<file path="src/rtl/prog_rom_arbiter.sv">
// -----------------------------------------------------------------------------
// prog_rom_arbiter
//
// Shares the single-port synchronous program ROM between two requesters. The
// first is the MCU instruction fetch, which is the primary requester. The
// second is the debug/loader readback port. The block drives ROM_ADDR and
// routes ROM_DATA back to whichever requester issued the read one cycle
// earlier.
//
// Each cycle carries at most one ROM slot: FETCH, DBG or NONE.
// Fetch normally wins the slot. A pending debug read may be passed over for
// at most MAX_WAIT fetch slots, and then it takes the slot. When MAX_WAIT is
// 0, a pending debug read always wins.
//
// Optional feature: define DBG_BURST_EN to enable multi-word debug bursts of
// DBG_LEN+1 words at consecutive addresses. The address wraps modulo
// 2^ADDR_W. In the default build every debug transfer is exactly one word and
// DBG_LEN is ignored.
//
// Ports
//   CLK          in   system clock, all logic on posedge
//   RST          in   synchronous active-high reset
//   FETCH_REQ    in   fetch wants a ROM read this cycle
//   FETCH_ADDR   in   fetch address
//   FETCH_STALL  out  fetch request not issued this cycle (combinational)
//   FETCH_VALID  out  FETCH_IR valid this cycle
//   FETCH_IR     out  fetched word, 0 when not valid
//   DBG_REQ      in   4-phase level request, held until DBG_DONE
//   DBG_ADDR     in   debug start address, sampled when idle
//   DBG_LEN      in   extra burst words (DBG_BURST_EN builds only)
//   DBG_VALID    out  DBG_DATA valid this cycle
//   DBG_DATA     out  readback word, 0 when not valid
//   DBG_DONE     out  1-cycle pulse with the last DBG_VALID
//   ROM_ADDR     out  address to ROM
//   ROM_DATA     in   ROM word, valid 1 cycle after ROM_ADDR is sampled
// -----------------------------------------------------------------------------
module prog_rom_arbiter #(
  parameter int ADDR_W   = 10,
  parameter int DATA_W   = 18,
  parameter int MAX_WAIT = 4
) (
  input  logic              CLK,
  input  logic              RST,
  input  logic              FETCH_REQ,
  input  logic [ADDR_W-1:0] FETCH_ADDR,
  output logic              FETCH_STALL,
  output logic              FETCH_VALID,
  output logic [DATA_W-1:0] FETCH_IR,
  input  logic              DBG_REQ,
  input  logic [ADDR_W-1:0] DBG_ADDR,
  input  logic [7:0]        DBG_LEN,
  output logic              DBG_VALID,
  output logic [DATA_W-1:0] DBG_DATA,
  output logic              DBG_DONE,
  output logic [ADDR_W-1:0] ROM_ADDR,
  input  logic [DATA_W-1:0] ROM_DATA
);

  typedef enum logic [1:0] {D_IDLE, D_ISSUE, D_DRAIN, D_RELEASE} dbg_state_t;
  typedef enum logic [1:0] {S_NONE, S_FETCH, S_DBG} slot_t;

  // The counter must hold the value 0..MAX_WAIT. It is kept at least 1 bit
  // wide so that MAX_WAIT = 0 still elaborates.
  localparam int WAIT_W = (MAX_WAIT < 1) ? 1 : $clog2(MAX_WAIT + 1);
  localparam logic [WAIT_W-1:0] WAIT_MAX = WAIT_W'(MAX_WAIT);

  dbg_state_t        state;
  slot_t             slot;
  slot_t             tag_q;      // slot issued last cycle; tags ROM_DATA now
  logic [WAIT_W-1:0] wait_cnt;
  logic [ADDR_W-1:0] dbg_addr;
  logic              last_word;  // current DBG slot is the final word of the transfer

`ifdef DBG_BURST_EN
  logic [8:0] remaining;         // words still to issue, 1..256
  assign last_word = (remaining == 9'd1);
`else
  assign last_word = 1'b1;
  // Every transfer is a single word, so the length input has no effect.
  logic unused_dbg_len;
  assign unused_dbg_len = ^DBG_LEN;
`endif

  // Slot selection. Debug wins only when fetch is idle or has used up its
  // allowance of consecutive slots.
  // NOTE: a default is assigned before any branch, so that slot is driven on
  // every path and no latch is inferred.
  always_comb begin
    slot = S_NONE;
    if (state == D_ISSUE && (!FETCH_REQ || wait_cnt == WAIT_MAX))
      slot = S_DBG;
    else if (FETCH_REQ)
      slot = S_FETCH;
  end

  // When there is no slot, ROM_ADDR still follows FETCH_ADDR. The ROM read
  // result is harmless because tag_q marks that data as unowned.
  assign ROM_ADDR    = (slot == S_DBG) ? dbg_addr : FETCH_ADDR;
  assign FETCH_STALL = FETCH_REQ && (slot == S_DBG);

  assign FETCH_VALID = (tag_q == S_FETCH);
  assign DBG_VALID   = (tag_q == S_DBG);
  assign FETCH_IR    = FETCH_VALID ? ROM_DATA : '0;
  assign DBG_DATA    = DBG_VALID   ? ROM_DATA : '0;
  assign DBG_DONE    = (state == D_DRAIN);

  // NOTE: all state is updated with non-blocking assignments. Every read in
  // this block therefore sees the value from before the clock edge.
  always_ff @(posedge CLK) begin
    if (RST) begin
      state    <= D_IDLE;
      tag_q    <= S_NONE;
      wait_cnt <= '0;
      dbg_addr <= '0;
`ifdef DBG_BURST_EN
      remaining <= '0;
`endif
    end else begin
      tag_q <= slot;

      // Count the fetch slots taken while debug waits. The counter clears
      // when debug finally gets a slot.
      if (slot == S_DBG)
        wait_cnt <= '0;
      else if (state == D_ISSUE && slot == S_FETCH && wait_cnt != WAIT_MAX)
        wait_cnt <= wait_cnt + 1'b1;

      unique case (state)
        D_IDLE: begin
          if (DBG_REQ) begin
            dbg_addr <= DBG_ADDR;
`ifdef DBG_BURST_EN
            remaining <= {1'b0, DBG_LEN} + 9'd1;
`endif
            state <= D_ISSUE;
          end
        end
        D_ISSUE: begin
          if (slot == S_DBG) begin
            dbg_addr <= dbg_addr + 1'b1;   // wraps naturally at 2^ADDR_W
`ifdef DBG_BURST_EN
            remaining <= remaining - 9'd1;
`endif
            if (last_word)
              state <= D_DRAIN;
          end
        end
        D_DRAIN:   state <= D_RELEASE;
        D_RELEASE: if (!DBG_REQ) state <= D_IDLE;
        default:   state <= D_IDLE;
      endcase
    end
  end

endmodule
</file>
<file path="config.mk">
export PLATFORM = sky130hd
export DESIGN_NAME = prog_rom_arbiter
export DESIGN_NICKNAME = d
export VERILOG_FILES = /design/src/rtl/prog_rom_arbiter.sv
export SDC_FILE = /design/constraint.sdc
export NUM_CORES = 1
export LEC_CHECK = 0
export ABC_AREA = 1
export ABC_CLOCK_PERIOD_IN_PS = 1700
export CAP_MARGIN = 20
export CORE_ASPECT_RATIO = 0.6
export CORE_MARGIN = 3
export CORE_UTILIZATION = 35
export DETAILED_ROUTE_END_ITERATION = 12
export PLACE_DENSITY = 0.8
export SYNTH_ARGS = -nofsm -noshare
export SYNTH_HDL_FRONTEND = slang
export SYNTH_SLANG_ARGS = --single-unit
</file>
<file path="constraint.sdc">
create_clock -name CLK -period 1.7 [get_ports CLK]
set_clock_uncertainty 0.05 [all_clocks]
set_input_delay 0.255 -clock CLK [delete_from_list [all_inputs] [get_ports CLK]]
set_output_delay 0.255 -clock CLK [all_outputs]
set_load 0.05 [all_outputs]
</file>
==> reports/qor.yml <==
logic_synthesis:
  synth_nets: 295
  synth-compound-area-share_pct: 16.7
  synthFlopType: "dfxtp_1"
  synth_top_family_by_area: "simple AND/OR/NAND/NOR gates"
  ys_seq_area_share_pct: 24.0
  muxShareOfSynthArea_pct: 0
  synth.avg_cell_area_um2: 5.95
  synthArstFlopShare_pct: 0
  synthCells: 238
  ys_types: 28
  synth-adder-area-share_pct: 6.18
  syn_area_mm2: 0.00142
  synthXorXnorAreaFrac_pct: 0.618
  yosys.area_share.simple_pct: 36.4
  synth_edf_count: 0
  ys_seq_elements: 17
  yosys_warnings: 0
worst_setup_path:
  rrSetupSlack_ns: 0.06
  crit_required_ns: 1.39
  slowest_delay_ns: 0.34
  cp_cell_sequence: "inv_2, ha_4, nand2_4, nand2_4, nand2_8, buf_12, buf_6, o21ai_4, buf_12"
  critPathLaunchType: "flip-flop"
  crit_fanout: 6
  critical_path_arrival_ns: 1.59
  crit_path_end_kind: "output pin"
  criticalPathCategory: "flip-flop to output pin"
  crit_slowest_cell: "dfxtp_2"
global_route:
  grtUsageMet2_pct: 42.5
  grt-ovfl-total: 0
  first_global_vias: 1891
  busiest_layer: "met2"
  met3_usage_pct: 7.60
  grt.total_usage_pct: 24.7
  antenna_found_initial: 0
  grt_max_degree: 20
  use_met1_pct: 29.9
  grt_pass1_wl_um: 9470
place:
  io_buffers: 91
  hpwlAfterDp_um: 4130
  gp_congestion: 0.911
  placedCellCount: 382
timing:
  grt_setup_unrepaired: "yes"
  maxSlewHeadroom_pct: 84.1
  fin_tns_setup_ns: -1.57
  fin_crit_sh_pct: 112
  finalCriticalPeriod_ns: 1.90
  hold_slack_ns: 0.420
  hold_viol: 0
  setup_viol: 11
  tightestPinTransition_ns: 0.239
  slew_violations: 0
  setup_slack_ns: -0.197
  clock.fmax_mhz: 527
routing:
  drt-total-wl_um: 6370
  drt_iter0_drc: 146
  ant_nets: 0
  dr_total_vias: 2004
  via_per_inst: 5.05
  drc: 0
  routedWlPerCell_um: 16.1
  drt_pass1_iterations: 4
clock_tree:
  root_buffer: "clkbuf_8"
  cts_tree: "done"
  cts.reportedPaths.clkPinSlew_ns: 0.07
  cts_hold_buffers: 0
  cts.path.max_buffers: 2
  clock_latency_ns: 0.26
  h-tree-depth: 1
  cts.sinks: 17
  cts-buffers-inserted: 3
power_and_ir_drop:
  cellInternalPower_mw: 2.06
  seq_power_share_pct: 16.7
  ir_drop_uv: 951
  finalPower_mw: 4.13
  power.switching_mw: 2.07
  powerDensity_mw_per_mm2: 1240
  pwr-share-comb_pct: 75.6
  p_clk_share_pct: 7.7
  p_leak_nw: 1.48
  switching_share_pct: 50.2
floorplan:
  core_area_mm2: 0.00379
  die_area_mm2: 0.00487
  io_pins: 100
  row_count: 17
  start_util_pct: 37.4
  die_w_um: 88.1
  die_h_um: 55.3
layout:
  drive_gt1_share_pct: 44.0
  nets: 408
  area_delta_synth_final_pct: 136
  antenna-diode-count: 0
  layout.cells.non_filler: 397
run:
  maxCapViolations: 0
status:
  violations: "negative setup slack"
  status: "finished with violations"
worst_hold_path:
  min_path_type: "flip-flop to flip-flop"
-- cells in the final DEF, fill, tap and decap left out, types with 6 or more instances in the layout --
cell type	synthesis	final
a21oi_1	9	8
a21oi_2	6	7
buf_12	1	45
buf_4	0	29
clkdlybuf4s50_1	0	41
dfxtp_1	17	14
inv_1	39	35
inv_2	3	6
nand2_1	49	38
nand2_2	2	8
nand3_1	8	7
nor2_1	55	33
nor2_2	2	13
nor2_4	0	11
o21ai_4	0	9
-- final timing paths --
kind | from | endpoint | cells after the start
max | wait_cnt[0] | ROM_ADDR[9] | 9
min | dbg_addr[6] | dbg_addr[6] | 2
max reg2reg | wait_cnt[0] | dbg_addr[8] | 11
min reg2reg | dbg_addr[6] | dbg_addr[6] | 2
-- power groups by stage --
stage          logic (mW)  clock network, mW  registers [mW]
2_1_floorplan        1.58                  0           0.637
3_5_place_dp         2.54                  0           0.662
5_1_grt              3.30              0.329           0.701
3_3_place_gp         2.48                  0           0.652
6_report             3.12              0.318           0.690
4_1_cts              2.89              0.314           0.667
-- sequential cells by signal, indices dropped and copies added (netlist names) --
signal and flops:
dbg_addr 10, state 2, tag_q 2, wait_cnt 3
-- worst max-delay path: cells and delay by family (launching register included) --
kind	cells	cell delay (ns)
buffers and inverters	4	0.48
flip-flops	1	0.34
AND/OR/NAND/NOR	3	0.23
adder cells (fa/ha/maj)	1	0.14
AO/OA/AOI/OAI	1	0.13
-- cell usage after synthesis, types with 3 or more instances --
cell type,instances,area [um^2]
o21ai_2,3,26.3
inv_2,3,11.3
inv_1,39,146
nand2_1,49,184
ha_1,7,87.6
o21ai_1,4,20.0
buf_2,5,25.0
nand3_1,8,40.0
a21oi_1,9,45.0
dfxtp_1,17,340
a21oi_2,6,52.6
o21ai_0,14,70.1
nor2_1,55,206
-- what timing repair did --
item	in CTS	in global routing
setup endpoints to repair	11	25
buffers inserted	4	6
hold endpoints to repair	0	0
gates cloned	2	0
gates resized for setup	38	18
pin swaps	4	5
-- metrics by stage --
stage | instance area (um^2) | setup WS (ns) | utilization, %
after global routing | 3340 | -0.237 | 88.2
final | 3340 | -0.197 | 88.2
after detailed placement | 2970 | -0.0515 | 78.4
after global placement | 2970 | -0.0289 | 78.4
after floorplan | 1530 | -0.261 | -
after CTS | 3260 | -0.202 | 86.0
-- cell type report --
| cell class | count | area [um^2] |
|---|---|---|
| well taps | 47 | 58.8 |
| multi-input cells | 169 | 1150 |
| inverters | 43 | 166 |
| flip-flops and latches | 17 | 344 |
| fillers | 170 | 448 |
| repair buffers | 117 | 1570 |
| clock buffers | 3 | 41.3 |
| clock inverters | 1 | 5.00 |
-- kinds of logic (layout without fill, tap and decap cells) --
kind of cell | count (synthesis) | count (layout)
flip-flops | 17 | 17
adder cells (fa/ha/maj) | 7 | 7
buffers and inverters | 52 | 164
AND/OR/NAND/NOR | 122 | 122
XOR/XNOR | 1 | 1
AO/OA/AOI/OAI | 39 | 39
-- layer usage --
metal,vias to the layer above,routed length [um]
met2,126,3120
li1,947,-
met3,16,688
met5,-,0
met1,915,2440
met4,0,131
(Power assumes the default switching activity.)
